[config.mk]
export PLATFORM = sky130hd
export DESIGN_NAME = audio_adc_receiver
export DESIGN_NICKNAME = d
export VERILOG_FILES = /design/src/rtl/audio_adc_receiver.sv
export SDC_FILE = /design/constraint.sdc
export NUM_CORES = 1
export LEC_CHECK = 0
export BUFFER_PORTS_ARGS = -buffer_cell sky130_fd_sc_hd__buf_2
export CORE_MARGIN = 2
export CORE_UTILIZATION = 55
export CTS_CLUSTER_SIZE = 25
export DETAILED_ROUTE_END_ITERATION = 6
export GPL_TIMING_DRIVEN = 0
export PLACE_DENSITY = 0.76
export SETUP_SLACK_MARGIN = 0.5
export SLEW_MARGIN = 10
export SYNTH_ARGS = -nofsm -noshare
export SYNTH_HDL_FRONTEND = slang
export SYNTH_SLANG_ARGS = --single-unit
[constraint.sdc]
create_clock -name sys_clk -period 5.6 [get_ports sys_clk]
set_input_delay 1.68 -clock sys_clk [delete_from_list [all_inputs] [get_ports sys_clk]]
set_output_delay 1.68 -clock sys_clk [all_outputs]
set_load 0.02 [all_outputs]
[src/rtl/audio_adc_receiver.sv]
// Serial audio ADC receiver: oversamples BCLK/ADCLRC/ADCDAT in the sys_clk domain
// and deserialises 24-bit left/right words, emitting complete stereo frames.
module audio_adc_receiver #(
  parameter int DATA_WIDTH  = 24,
  parameter int SYNC_STAGES = 2
) (
  input  logic                  sys_clk,
  input  logic                  sys_rst_n,
  input  logic                  bclk,
  input  logic                  adclrc,
  input  logic                  adcdat,
  output logic [DATA_WIDTH-1:0] data_left,
  output logic [DATA_WIDTH-1:0] data_right,
  output logic                  sample_valid,
  output logic                  frame_error
);

  localparam int CNT_W = $clog2(DATA_WIDTH + 2);
  localparam logic [CNT_W-1:0] CNT_FIRST = CNT_W'(1);
  localparam logic [CNT_W-1:0] CNT_LAST  = CNT_W'(DATA_WIDTH);
  localparam logic [CNT_W-1:0] CNT_IDLE  = CNT_W'(DATA_WIDTH + 1);

  logic [SYNC_STAGES-1:0] bclk_sync_q;
  logic [SYNC_STAGES-1:0] lrc_sync_q;
  logic [SYNC_STAGES-1:0] dat_sync_q;
  logic                   bclk_q;

  logic                   bclk_s;
  logic                   lrc_s;
  logic                   dat_s;
  logic                   rise;

  logic                   primed_q,     primed_d;
  logic                   lrc_last_q,   lrc_last_d;
  logic [CNT_W-1:0]       bit_cnt_q,    bit_cnt_d;
  logic [DATA_WIDTH-2:0]  shift_q,      shift_d;
  logic [DATA_WIDTH-1:0]  left_hold_q,  left_hold_d;
  logic                   left_ok_q,    left_ok_d;
  logic [DATA_WIDTH-1:0]  data_left_q,  data_left_d;
  logic [DATA_WIDTH-1:0]  data_right_q, data_right_d;
  logic                   valid_q,      valid_d;
  logic                   error_q,      error_d;

  logic                   cnt_active;
  logic [DATA_WIDTH-1:0]  word;

  // Same depth on all three lines keeps data and LRC aligned with the detected rise.
  always_ff @(posedge sys_clk or negedge sys_rst_n) begin
    if (!sys_rst_n) begin
      bclk_sync_q <= '0;
      lrc_sync_q  <= '0;
      dat_sync_q  <= '0;
      bclk_q      <= 1'b0;
    end else begin
      for (int i = SYNC_STAGES - 1; i > 0; i--) begin
        bclk_sync_q[i] <= bclk_sync_q[i-1];
        lrc_sync_q[i]  <= lrc_sync_q[i-1];
        dat_sync_q[i]  <= dat_sync_q[i-1];
      end
      bclk_sync_q[0] <= bclk;
      lrc_sync_q[0]  <= adclrc;
      dat_sync_q[0]  <= adcdat;
      bclk_q         <= bclk_sync_q[SYNC_STAGES-1];
    end
  end

  assign bclk_s     = bclk_sync_q[SYNC_STAGES-1];
  assign lrc_s      = lrc_sync_q[SYNC_STAGES-1];
  assign dat_s      = dat_sync_q[SYNC_STAGES-1];
  assign rise       = bclk_s & ~bclk_q;
  assign cnt_active = (bit_cnt_q >= CNT_FIRST) && (bit_cnt_q <= CNT_LAST);
  assign word       = {shift_q, dat_s};

  always_comb begin
    primed_d     = primed_q;
    lrc_last_d   = lrc_last_q;
    bit_cnt_d    = bit_cnt_q;
    shift_d      = shift_q;
    left_hold_d  = left_hold_q;
    left_ok_d    = left_ok_q;
    data_left_d  = data_left_q;
    data_right_d = data_right_q;
    valid_d      = 1'b0;
    error_d      = 1'b0;

    if (rise) begin
      lrc_last_d = lrc_s;
      if (!primed_q) begin
        primed_d = 1'b1;
      end else if (lrc_s != lrc_last_q) begin
        // An LRC edge while a word is still being collected truncates it.
        if (cnt_active) begin
          error_d   = 1'b1;
          left_ok_d = 1'b0;
          shift_d   = '0;
        end
        bit_cnt_d = CNT_FIRST;
      end else if (cnt_active) begin
        shift_d   = word[DATA_WIDTH-2:0];
        bit_cnt_d = bit_cnt_q + CNT_FIRST;
        if (bit_cnt_q == CNT_LAST) begin
          if (!lrc_s) begin
            left_hold_d = word;
            left_ok_d   = 1'b1;
          end else if (left_ok_q) begin
            data_left_d  = left_hold_q;
            data_right_d = word;
            valid_d      = 1'b1;
            left_ok_d    = 1'b0;
          end
        end
      end
    end
  end

  always_ff @(posedge sys_clk or negedge sys_rst_n) begin
    if (!sys_rst_n) begin
      primed_q     <= 1'b0;
      lrc_last_q   <= 1'b0;
      bit_cnt_q    <= CNT_IDLE;
      shift_q      <= '0;
      left_hold_q  <= '0;
      left_ok_q    <= 1'b0;
      data_left_q  <= '0;
      data_right_q <= '0;
      valid_q      <= 1'b0;
      error_q      <= 1'b0;
    end else begin
      primed_q     <= primed_d;
      lrc_last_q   <= lrc_last_d;
      bit_cnt_q    <= bit_cnt_d;
      shift_q      <= shift_d;
      left_hold_q  <= left_hold_d;
      left_ok_q    <= left_ok_d;
      data_left_q  <= data_left_d;
      data_right_q <= data_right_d;
      valid_q      <= valid_d;
      error_q      <= error_d;
    end
  end

  assign data_left    = data_left_q;
  assign data_right   = data_right_q;
  assign sample_valid = valid_q;
  assign frame_error  = error_q;

endmodule

### Word-level counts from Yosys, hierarchy flattened

Index checks and enable logic that the tools add are counted.

| word-level totals | value |
|---|---|
| register bits | 112 |
| input bits | 5 |
| output and inout bits | 50 |
| logic and storage cells | 52 |

| cells by class | value |
|---|---|
| $add $sub $neg | 1 |
| order comparisons | 2 |
| equality and inequality tests | 2 |
| muxes and demuxes | 21 |
| bitwise gates (word level) | 4 |
| reduce and logical (&&, ||, !) cells | 8 |

Operator list:

| operator | number |
|---|---|
| $mux W23 | 3 |
| $mux W1 | 16 |
| $mux W5 | 2 |
| $reduce_and A7 Y1 | 1 |
| $reduce_and A3 Y1 | 2 |
| $reduce_and A6 Y1 | 1 |
| $add A5 B1 Y5 const B | 1 |
| $eq A5 B5 Y1 const B | 1 |
| $ge A5 B1 Y1 const B | 1 |
| $le A5 B5 Y1 const B | 1 |
| $reduce_and A4 Y1 | 1 |
| $reduce_bool A2 Y1 | 2 |
| $not A1 Y1 | 3 |
| $and A1 B1 Y1 | 1 |
| $logic_and A1 B1 Y1 | 1 |
| $ne A1 B1 Y1 | 1 |

### Logic depth before layout (Yosys ltp)

Gate-level depths: netlist (run 1).

| depth | value |
|---|---|
| depth in word-level cells | 7 |
| mapped depth | 8 |
| mapped depth without buffers | 6 |

### Worst setup path before layout (run 1)

OpenSTA, ideal clock, no wires.

| timing path | value |
|---|---|
| kind | flip-flop to output port |
| start point | register data_left_q[10] (netlist: data_left[10]) |
| end point | output data_left[10] |
| data arrival time | 423 ps |
| data required time | 3920 ps |
| path slack | 3497 ps |
| stages on the path, launching flop included | 1 |
| buffers on the path | 0 |
| cells stage by stage | dfrtp_1 |

RTL lines:

| element | line | source |
|---|---|---|
| start: declaration | 39 | `logic [DATA_WIDTH-1:0] data_left_q, data_left_d;` |
| start signal: assignment | 135 | `data_left_q <= data_left_d;` |
| end: declaration | 12 | `output logic [DATA_WIDTH-1:0] data_left,` |

No word-level cell between the ends.

### Worst setup path in the final report (run 1)

| timing path | value |
|---|---|
| start point | register data_right_q[2] (netlist: data_right[2]) |
| end point | output data_right[2] |

RTL lines:

| element | line | source |
|---|---|---|
| start: declaration | 40 | `logic [DATA_WIDTH-1:0] data_right_q, data_right_d;` |
| start signal: assignment | 136 | `data_right_q <= data_right_d;` |
| end: declaration | 13 | `output logic [DATA_WIDTH-1:0] data_right,` |

No word-level cell between the ends.

==> summary.md, run 1 <==
| Metric | Value |
|---|---|
| Mapped Avg Cell Area | between 10 and 15 sq um |
| Post-Route Utilization | 0.645 |
| Slowest library cell on the worst path | dfrtp_1 |
| Worst hold stages | 0 |
| Transition time at the pin with the least slew margin | between 0.4 and 0.5 ns |
| Sequential Power Share | 0.607 |
| Max clock buf depth | 2 |
| Part of the Yosys area used for sequential elements | 0.643 |
| Post-CTS sizing | 0 |
| Slack of the critical path | roughly 3 ns |
| Highest Clock Rate | approximately 0.38 GHz |
| Final weighted congestion in routability-driven placement | around 0.74 |
| Effective utilization at floorplan | 0.568 |
| DP Wirelength | between 5000 and 6000 um |
| Count of placed standard cells including taps | between 400 and 500 |
| Leading cell type by number of instances after synthesis | dfrtp_1 |
| Post-layout instance area | 4960 sq um |
| Number of synthesized flops with an enable pin | 0 |
| Clock tree from TritonCTS | yes |
| CP top delay family | flip-flops |
| Run status | finished clean |
| Critical register-to-register path startpoint | bit_cnt_q[1] |
| Via count of the first global-routing pass | ~2600 |
| Dpl cell area | ~4800 sq um |
| Area growth from synthesis to layout | 13.7% |
| Top flip-flop cell by instance count after synthesis | dfrtp_1 |
| Slew Limit Headroom | 0.668 |
| Kind of capture point of the worst setup path | output pin |
| Min Hold Slack | between 0.3 and 0.4 ns |
| Ant diodes | 0 |
| Post-Route Setup TNS | 0 ns |
| Drt drc | 0 |
| Final Max Tran Viols | 0 |
| Residual overflow from global routing | 0 |
| Die outline height | slightly above 90 um |
| Mapped cell area | 4360 sq um |
| Part of the cycle the worst path needs | 0.467 |
| Endpoint with the worst hold slack | lrc_sync_q[1] |
| HP Class | register to register |
| Mean number of vias per cell | around 5.5 |
| H-tree depth | 3 |
| Area leader, netlist | dfrtp_1 |
| Final Skew | 0.0116 ns |
| Highest cell delay on the worst timing path | between 0.4 and 0.5 ns |
| Post-synthesis net count | around 320 |
| Number of hold buffers added after cts | 0 |
| Wire per inst | 16.0 um |
| Main area contributors after synthesis | dfrtp_1 63%, mux2_2 17%, o21ai_0 5.6% |
| WS Path Type | register to output pin |
| Minimum period implied by the final worst setup slack | between 2 and 3 ns |
| Portion of netlist area occupied by mux cells | 0.191 |
| CP Data Required Time | a little under 4 ns |
| Highest ir drop seen on vdd | around 180 uV |
| Dominant combinational cell family by area after synthesis | multiplexers |
| Share of synthesized flip-flops with an asynchronous set or reset | 1.00 |
| Highest net fanout along the worst path | 2 |
| Power per cell area | roughly 290 nW/um^2 |
| Die span in x | roughly 93 um |
| Wire length of the first global-routing pass | 13000 um |
| Worst reg2reg path endpoint | data_right[21] |
| Number of warnings reported in the yosys synthesis log | 0 |
| Antenna violation net count after detailed routing | 0 |
| Ports | 55 |
| Design Power | between 1 and 1.5 mW |
| Share of final-layout standard cells stronger than drive strength 1 | 0.401 |
| Cell leakage power | approximately 2.6 nW |
| Cell-internal power | roughly 1.1 mW |
| Min-Delay Startpoint | lrc_sync_q[0] |
| Synthesized netlist cell count | roughly 310 |
| Clock latency on the worst-skew pair | 0.36 ns |
| Compound-cell area share of the yosys netlist | 0.0757 |
| CTS sink cnt | 112 |
| Switching part of the total power | 0.261 |
| Final number of setup-violating endpoints | 0 |
| Share of synthesized cell area in and, or, nand and nor gates | 0.0530 |
| DRT iter0 DRCs | 114 |
| Overall routing resource usage | 0.195 |
| Critical path launch point type | register |
| Clock root cell | clkbuf_8 |
| Number of placement rows | 32 |
| CTS buffer count | 9 |
| IO Port Bufs | 54 |
| Leading cell types by count after synthesis | 109 x dfrtp_1, 64 x mux2_2, 49 x o21ai_0, 26 x nand2_1, 9 x mux2_1 |
| Maximum capacitance violations | 0 |
| Critical path buffers and inverters | 1 |
| Total core area | just under 8000 sq um |
| Number of distinct library cells after synthesis | 33 |
| Switching power | 371 uW |
| R2R cell count | 8 |
| Ordered list of cells on the worst path | buf_2 |
| Largest net degree at the start of global routing | slightly below 80 |
| Share of the synthesized netlist area taken by xor and xnor gates | 0 |
| Final WL | between 7000 and 8000 um |
| Cell Count, Final, Fillers Out | slightly below 500 |
| Antenna violations before repair | 0 |
| RSZ-0062 raised after global routing | false |
| Clock transition at the registers of the reported paths | 0.10 ns |
| Clock network power share | 0.296 |
| Adder and majority gate portion of the synthesized area | 0.0115 |
| 1st-pass router iterations | 4 |
| Number of endpoints with negative hold slack in the final report | 0 |
| Final #Nets | around 390 |
| Flop and latch count out of synthesis | around 110 |
| Worst Path Arrival | 0.93 ns |
| Overall via count from detail_route | between 2000 and 3000 |
| Logic gate share of total power | 0.096 |
| Worst reg-to-reg setup slack | 3.31 ns |
| Setup Buffers After CTS | 0 |
| Overall die area | approximately 8700 sq um |
| Pre-CTS setup slack | ~3.3 ns |
| Area share of the leading cell type in the synthesized netlist | 0.625 |
metal layers:
| layer | global-route usage | share of wire |
|---|---|---|
| met1 | 0.273 | 0.46 |
| met2 | 0.307 | 0.49 |
| met3 | 0.0371 | 0.038 |
| met4 | 0.0723 | 0.011 |
| met5 | 0 | 0 |
final cells by class:
type                    count  area, sq um
flip-flops and latches    112         2810
fillers                   595         2730
multi-input cells         179         1440
repair buffers             55          304
clock buffers              12          135
well taps                 102          128
plain buffers              16         91.3
clock inverters             4         30.0
inverters                   6         22.5
cells in the final DEF (no fill, tap or decap), types with 2 or more instances in the layout:
| master | Yosys | final |
|---|---|---|
| dfrtp_1 | 109 | 109 |
| mux2_2 | 64 | 64 |
| buf_2 | 4 | 57 |
| o21ai_0 | 49 | 49 |
| nand2_1 | 26 | 26 |
| clkbuf_1 | 6 | 9 |
| mux2_1 | 9 | 9 |
| clkbuf_8 | 0 | 9 |
| inv_1 | 5 | 5 |
| buf_4 | 5 | 5 |
| ha_1 | 4 | 4 |
| nand2b_1 | 3 | 3 |
| dfstp_2 | 3 | 3 |
| nor2_1 | 2 | 2 |
| or2_2 | 2 | 2 |
| nor4_4 | 2 | 2 |
| buf_6 | 1 | 2 |
| a41oi_1 | 2 | 2 |
| a21oi_1 | 2 | 2 |
sequential cells by signal (all words and copies together) (netlist names):
signal / count
data_left: 24
data_right: 24
left_hold_q: 24
shift_q: 23
bit_cnt_q: 5
bclk_sync_q: 2
dat_sync_q: 2
lrc_sync_q: 2
bclk_q: 1
frame_error: 1
left_ok_q: 1
lrc_last_q: 1
primed_q: 1
sample_valid: 1
logic make-up (layout without fill, tap and decap cells):
kind of cell / count (synthesis) / in the layout
buffers and inverters: 22 / 93
AO/OA/AOI/OAI: 60 / 60
multiplexers: 74 / 74
adder cells (fa/ha/maj): 4 / 4
flip-flops: 112 / 112
AND/OR/NAND/NOR: 41 / 41
power by group through the flow:
stage	clock network [mW]	registers, mW	logic [mW]
2_1_floorplan	0	0.872	0.0902
3_3_place_gp	0	0.877	0.127
3_5_place_dp	0	0.878	0.138
4_1_cts	0.429	0.862	0.139
5_1_grt	0.462	0.869	0.156
6_report	0.421	0.863	0.137
worst reg2reg max path: stages, from the launching register on:
cell	delay [ns]
dfrtp_1	0.44
inv_1	0.13
ha_1	0.16
nor2b_2	0.19
nand3_2	0.15
nor4_4	0.30
buf_4	0.27
buf_6	0.19
mux2_1	0.34
how the worst max path moves through the flow:
| stage | startpoint | endpoint | slack [ns] | cells after the start |
|---|---|---|---|---|
| after floorplan | data_left[10] | data_left[10] | 3.50 | 0 |
| after global placement | sys_rst_n | data_left[4] | 1.61 | 1 |
| after detailed placement | bit_cnt_q[1] | data_right[20] | 3.30 | 8 |
| after CTS | data_right[2] | data_right[2] | 2.97 | 1 |
| after global routing | data_right[2] | data_right[2] | 2.95 | 1 |
| final | data_right[2] | data_right[2] | 2.99 | 1 |
(Power assumes the default switching activity.)
==> run 2, diff against run 1 <==
==> constraint.sdc (replaced) <==
create_clock -name sys_clk -period 2.7 [get_ports sys_clk]
set_input_delay 0.81 -clock sys_clk [delete_from_list [all_inputs] [get_ports sys_clk]]
set_output_delay 0.81 -clock sys_clk [all_outputs]
set_load 0.02 [all_outputs]
==> summary.md, run 2 (synthesized netlist as in run 1, its figures left out) <==
| Metric | Value |
|---|---|
| Worst Path Arrival | between 2 and 2.5 ns |
| Clock transition at the registers of the reported paths | about 0.1 ns |
| Overall routing resource usage | 0.196 |
| Highest net fanout along the worst path | 6 |
| Highest cell delay on the worst timing path | ~0.45 ns |
| Number of placement rows | 32 |
| Post-Route Utilization | 0.654 |
| Cell Count, Final, Fillers Out | 491 |
| Final #Nets | just under 400 |
| Cell leakage power | approximately 2.6 nW |
| CTS sink cnt | 112 |
| DRT iter0 DRCs | 112 |
| Mean number of vias per cell | 5.39 |
| Maximum capacitance violations | 0 |
| Wire length of the first global-routing pass | ~13000 um |
| Critical path buffers and inverters | 3 |
| Multi-input combinational cell area | 1460 sq um |
| Wire per inst | around 16 um |
| Ordered list of cells on the worst path | inv_2, ha_1, nor2b_4, nand3_4, nor4_4, buf_6, buf_4, mux2_2 |
| Final number of setup-violating endpoints | 0 |
| Minimum period implied by the final worst setup slack | about 2.1 ns |
| Overall via count from detail_route | roughly 2600 |
| CTS buffer count | 9 |
| Clock tree from TritonCTS | yes |
| Residual overflow from global routing | 0 |
| Number of hold buffers added after cts | 0 |
| Kind of capture point of the worst setup path | register |
| Max clock buf depth | 2 |
| Final weighted congestion in routability-driven placement | 0.737 |
| Largest net degree at the start of global routing | 78 |
| Part of the cycle the worst path needs | 0.794 |
| Final Skew | roughly 0.014 ns |
| Slack of the critical path | roughly 0.56 ns |
| Highest ir drop seen on vdd | around 360 uV |
| WS Path Type | register to register |
| Overall die area | between 8000 and 9000 sq um |
| CP Data Required Time | about 3.0 ns |
| Count of placed standard cells including taps | between 400 and 500 |
| R2R cell count | 8 |
| Slowest library cell on the worst path | dfrtp_1 |
| Antenna violation net count after detailed routing | 0 |
| Clock latency on the worst-skew pair | 0.37 ns |
| Ant diodes | 0 |
| Via count of the first global-routing pass | around 2600 |
| RSZ-0062 raised after global routing | true |
| Min Hold Slack | 0.320 ns |
| Share of final-layout standard cells stronger than drive strength 1 | 0.419 |
| Total area of sequential cells | between 2000 and 3000 sq um |
| Transition time at the pin with the least slew margin | 0.504 ns |
| Effective utilization at floorplan | 0.568 |
| HP Class | primary input to asynchronous set/reset pin |
| CP top delay family | simple AND/OR/NAND/NOR gates |
| Clock root cell | clkbuf_8 |
| Number of endpoints with negative hold slack in the final report | 0 |
| Dpl cell area | about 4800 sq um |
| Total routed wire length on the met1 layer | 3610 um |
| H-tree depth | 3 |
| Top metal layer carrying routed signals | met4 |
| Detail Route met3 WL | between 300 and 400 um |
| Most common cell after layout, fill and taps aside | dfrtp_1 |
| Design Power | between 3 and 4 mW |
| Die span in x | 93.1 um |
| Wire length on met2 | approximately 3800 um |
| Antenna violations before repair | 0 |
| Post-layout instance area | just over 5000 sq um |
| Number of inserted filler cells in the final layout | around 600 |
| Final WL | between 7000 and 8000 um |
| Final Max Tran Viols | 0 |
| Ports | 55 |
| Critical path launch point type | register |
| Highest Clock Rate | 0.467 GHz |
| Run status | finished clean |
| Die outline height | 93.1 um |
| Area growth from synthesis to layout | 15.3% |
| Power per cell area | a little under 600 nW/um^2 |
| Post-Route Setup TNS | 0 ns |
| IO Port Bufs | 54 |
| Pre-CTS setup slack | 0.404 ns |
| 1st-pass router iterations | 4 |
| Top library cells by usage in the layout, fill and taps aside | 109 x dfrtp_1, 64 x mux2_2, 54 x buf_2 |
| DP Wirelength | roughly 5200 um |
| Count of cell instances traversed by the critical path | 8 |
| Slew Limit Headroom | 0.664 |
| Total core area | 7690 sq um |
| Drt drc | 0 |
[run 2: path summary, 6_finish.rpt]
kind | from | slack, ns | endpoint
worst min-delay path | sys_rst_n | 0.32 | data_right[17]
max in group asynchronous | sys_rst_n | 1.71 | sample_valid
worst max register to register | bit_cnt_q[1] | 0.56 | data_left[4]
worst min register to register | lrc_sync_q[0] | 0.35 | lrc_sync_q[1]
worst max-delay path | bit_cnt_q[1] | 0.56 | data_left[4]
min in group sys_clk | lrc_sync_q[0] | 0.35 | lrc_sync_q[1]
[run 2: report_power, final]
group | leakage [nW] | switching, mW | internal (mW) | total, mW
registers | 1.53 | 0.0618 | 1.73 | 1.80
clock network | 0.0810 | 0.541 | 0.341 | 0.882
logic | 0.971 | 0.193 | 0.130 | 0.323
[run 2: what timing repair did]
action	in CTS	in global routing
endpoints found under the setup margin	55	80
buffers inserted	1	4
gates resized for setup	1	13
pin swaps	2	2
[run 2: layer usage]
layer	track usage	vias up
met4	0.0699	0
li1	-	1242
met5	0	-
met1	0.275	1343
met3	0.0371	7
met2	0.309	53
[run 2: cell type report]
type,count,share of cell area
Multi-Input combinational cell,179,0.290
Buffer,16,0.0211
Tap cell,102,0.0254
Timing Repair Buffer,60,0.0679
Clock buffer,12,0.0269
Clock inverter,4,0.00597
Sequential cell,112,0.558
Inverter,6,0.00448
[run 2: worst reg2reg max path, delay by kind of cell (launching register included)]
family	cells	cell delay [ns]
adder cells (fa/ha/maj)	1	0.17
buffers and inverters	3	0.43
flip-flops	1	0.45
multiplexers	1	0.34
AND/OR/NAND/NOR	3	0.66
==> run 3, diff against run 2 <==
==> constraint.sdc (replaced) <==
create_clock -name sys_clk -period 2.2 [get_ports sys_clk]
set_input_delay 0.66 -clock sys_clk [delete_from_list [all_inputs] [get_ports sys_clk]]
set_output_delay 0.66 -clock sys_clk [all_outputs]
set_load 0.02 [all_outputs]
==> summary.md, run 3 (synthesized netlist as in run 1, its figures left out) <==
| Metric | Value |
|---|---|
| Final weighted congestion in routability-driven placement | 0.760 |
| Die span in x | 93.1 um |
| RSZ-0062 raised after global routing | true |
| R2R cell count | 10 |
| Top library cells by usage in the layout, fill and taps aside | 109 x dfrtp_1, 58 x mux2_4, 54 x buf_2 |
| Area growth from synthesis to layout | 36.5% |
| Switching part of the total power | 0.280 |
| Share of final-layout standard cells stronger than drive strength 1 | 0.532 |
| Overall die area | roughly 8700 sq um |
| Logic gate share of total power | 0.161 |
| Wire per inst | ~21 um |
| Die outline height | between 90 and 100 um |
| Clock tree from TritonCTS | yes |
| Clock latency on the worst-skew pair | 0.38 ns |
| Clock root cell | clkbuf_8 |
| Kind of capture point of the worst setup path | register |
| Post-Route Setup TNS | 0 ns |
| Effective utilization at floorplan | 0.568 |
| Antenna violations before repair | 0 |
| Most common cell after layout, fill and taps aside | dfrtp_1 |
| Highest net fanout along the worst path | 5 |
| Worst Path Arrival | 2.31 ns |
| Overall via count from detail_route | around 3000 |
| Run status | finished clean |
| Total core area | slightly below 8000 sq um |
| Dpl cell area | 4860 sq um |
| Transition time at the pin with the least slew margin | roughly 0.54 ns |
| Ports | between 50 and 60 |
| Critical path launch point type | register |
| Power per cell area | approximately 670 nW/um^2 |
| 1st-pass router iterations | 5 |
| H-tree depth | 3 |
| Final number of setup-violating endpoints | 0 |
| Number of placement rows | 32 |
| CTS sink cnt | between 100 and 150 |
| Slew Limit Headroom | 0.642 |
| Slowest library cell on the worst path | dfstp_2 |
| Number of endpoints with negative hold slack in the final report | 0 |
| Cell-internal power | ~2.9 mW |
| Min Hold Slack | between 0.2 and 0.25 ns |
| Number of inserted filler cells in the final layout | ~420 |
| Ant diodes | 0 |
| Final #Nets | between 400 and 500 |
| HP Class | primary input to asynchronous set/reset pin |
| Post-layout instance area | about 6000 sq um |
| Highest cell delay on the worst timing path | between 0.5 and 0.6 ns |
| Total area of sequential cells | between 2000 and 3000 sq um |
| Cell leakage power | approximately 2.9 nW |
| Part of the cycle the worst path needs | 0.929 |
| Via count of the first global-routing pass | 3120 |
| Largest net degree at the start of global routing | 59 |
| Final Skew | roughly 0.013 ns |
| CP Data Required Time | 2.47 ns |
| Sequential Power Share | 0.551 |
| Wire length of the first global-routing pass | 16300 um |
| Mean number of vias per cell | approximately 5.7 |
| Pre-CTS setup slack | between 0.06 and 0.07 ns |
| Residual overflow from global routing | 0 |
| Drt drc | 0 |
| Max clock buf depth | 2 |
| Multi-input combinational cell area | roughly 1700 sq um |
| Post-Route Utilization | 0.775 |
| Switching power | between 1 and 1.5 mW |
| DP Wirelength | around 5300 um |
| Highest ir drop seen on vdd | 546 uV |
| CTS buffer count | 9 |
| Clock network power share | 0.288 |
| WS Path Type | register to register |
| Highest Clock Rate | 0.489 GHz |
| Slack of the critical path | around 0.16 ns |
| Clock transition at the registers of the reported paths | approximately 0.10 ns |
| Final Max Tran Viols | 0 |
| Final WL | 11200 um |
| IO Port Bufs | 54 |
| Top cell by count, worst path | buf_12 |
| Maximum capacitance violations | 0 |
| Antenna violation net count after detailed routing | 0 |
| Ordered list of cells on the worst path | inv_2, ha_4, nor2b_4, nand3_4, nor4_4, buf_4, buf_8, buf_12, buf_12, mux2_4 |
| Minimum period implied by the final worst setup slack | 2.04 ns |
| Overall routing resource usage | 0.250 |
| DRT iter0 DRCs | ~180 |
-- run 3: cell types whose count changed in the layout (fill, tap and decap cells not counted), sizes merged --
cell,change
clkinvlp,+2
buf,+36
clkbuf,-2
-- run 3: layout make-up --
type                            count  area share
Tap cell                          102      0.0214
Multi-Input combinational cell    179       0.294
Buffer                             16      0.0326
Timing Repair Buffer               96       0.146
Clock inverter                      6     0.00714
Inverter                            6     0.00441
Clock buffer                       10      0.0231
Sequential cell                   112       0.471
-- run 3: worst paths after layout --
path                          startpoint              to  slack, ns
min in group sys_clk       lrc_sync_q[0]   lrc_sync_q[1]       0.36
max                         bit_cnt_q[0]   data_right[8]       0.16
min                            sys_rst_n  data_right[18]       0.22
min reg2reg                lrc_sync_q[0]   lrc_sync_q[1]       0.36
max in group asynchronous      sys_rst_n    bit_cnt_q[4]       1.29
max reg2reg                 bit_cnt_q[0]   data_right[8]       0.16
-- run 3: layer usage --
metal	vias up	GRT usage	part of all wire
li1	1318	-	-
met1	1567	0.323	0.40
met2	113	0.421	0.52
met3	14	0.0653	0.059
met4	0	0.0735	0.013
met5	-	0	0
-- run 3: power groups by stage --
stage	logic (mW)	registers [mW]	clock network, mW
final	0.645	2.20	1.15
after global routing	0.691	2.21	1.24
after CTS	0.561	2.19	1.15
after detailed placement	0.372	2.25	0
after global placement	0.355	2.24	0
after floorplan	0.259	2.23	0
-- run 3: metrics by stage --
step	power [mW]	std cells
final	4.00	527
after global routing	4.14	527
after CTS	3.91	522
after detailed placement	2.62	470
after global placement	2.60	469
after floorplan	2.48	313
-- run 3: worst max-delay path, delay by kind of cell, from the launching register on --
| family | cells | cell delay [ns] |
|---|---|---|
| adder cells (fa/ha/maj) | 1 | 0.15 |
| flip-flops | 1 | 0.57 |
| AND/OR/NAND/NOR | 3 | 0.30 |
| multiplexers | 1 | 0.30 |
| buffers and inverters | 5 | 0.61 |
-- run 3: timing repair --
action | in CTS | in global routing
setup endpoints to repair | 100 | 102
gates resized for setup | 105 | 60
pin swaps | 4 | 5
buffers inserted | 26 | 4
cloned | 10 | 1
hold buffers | 0 | 0
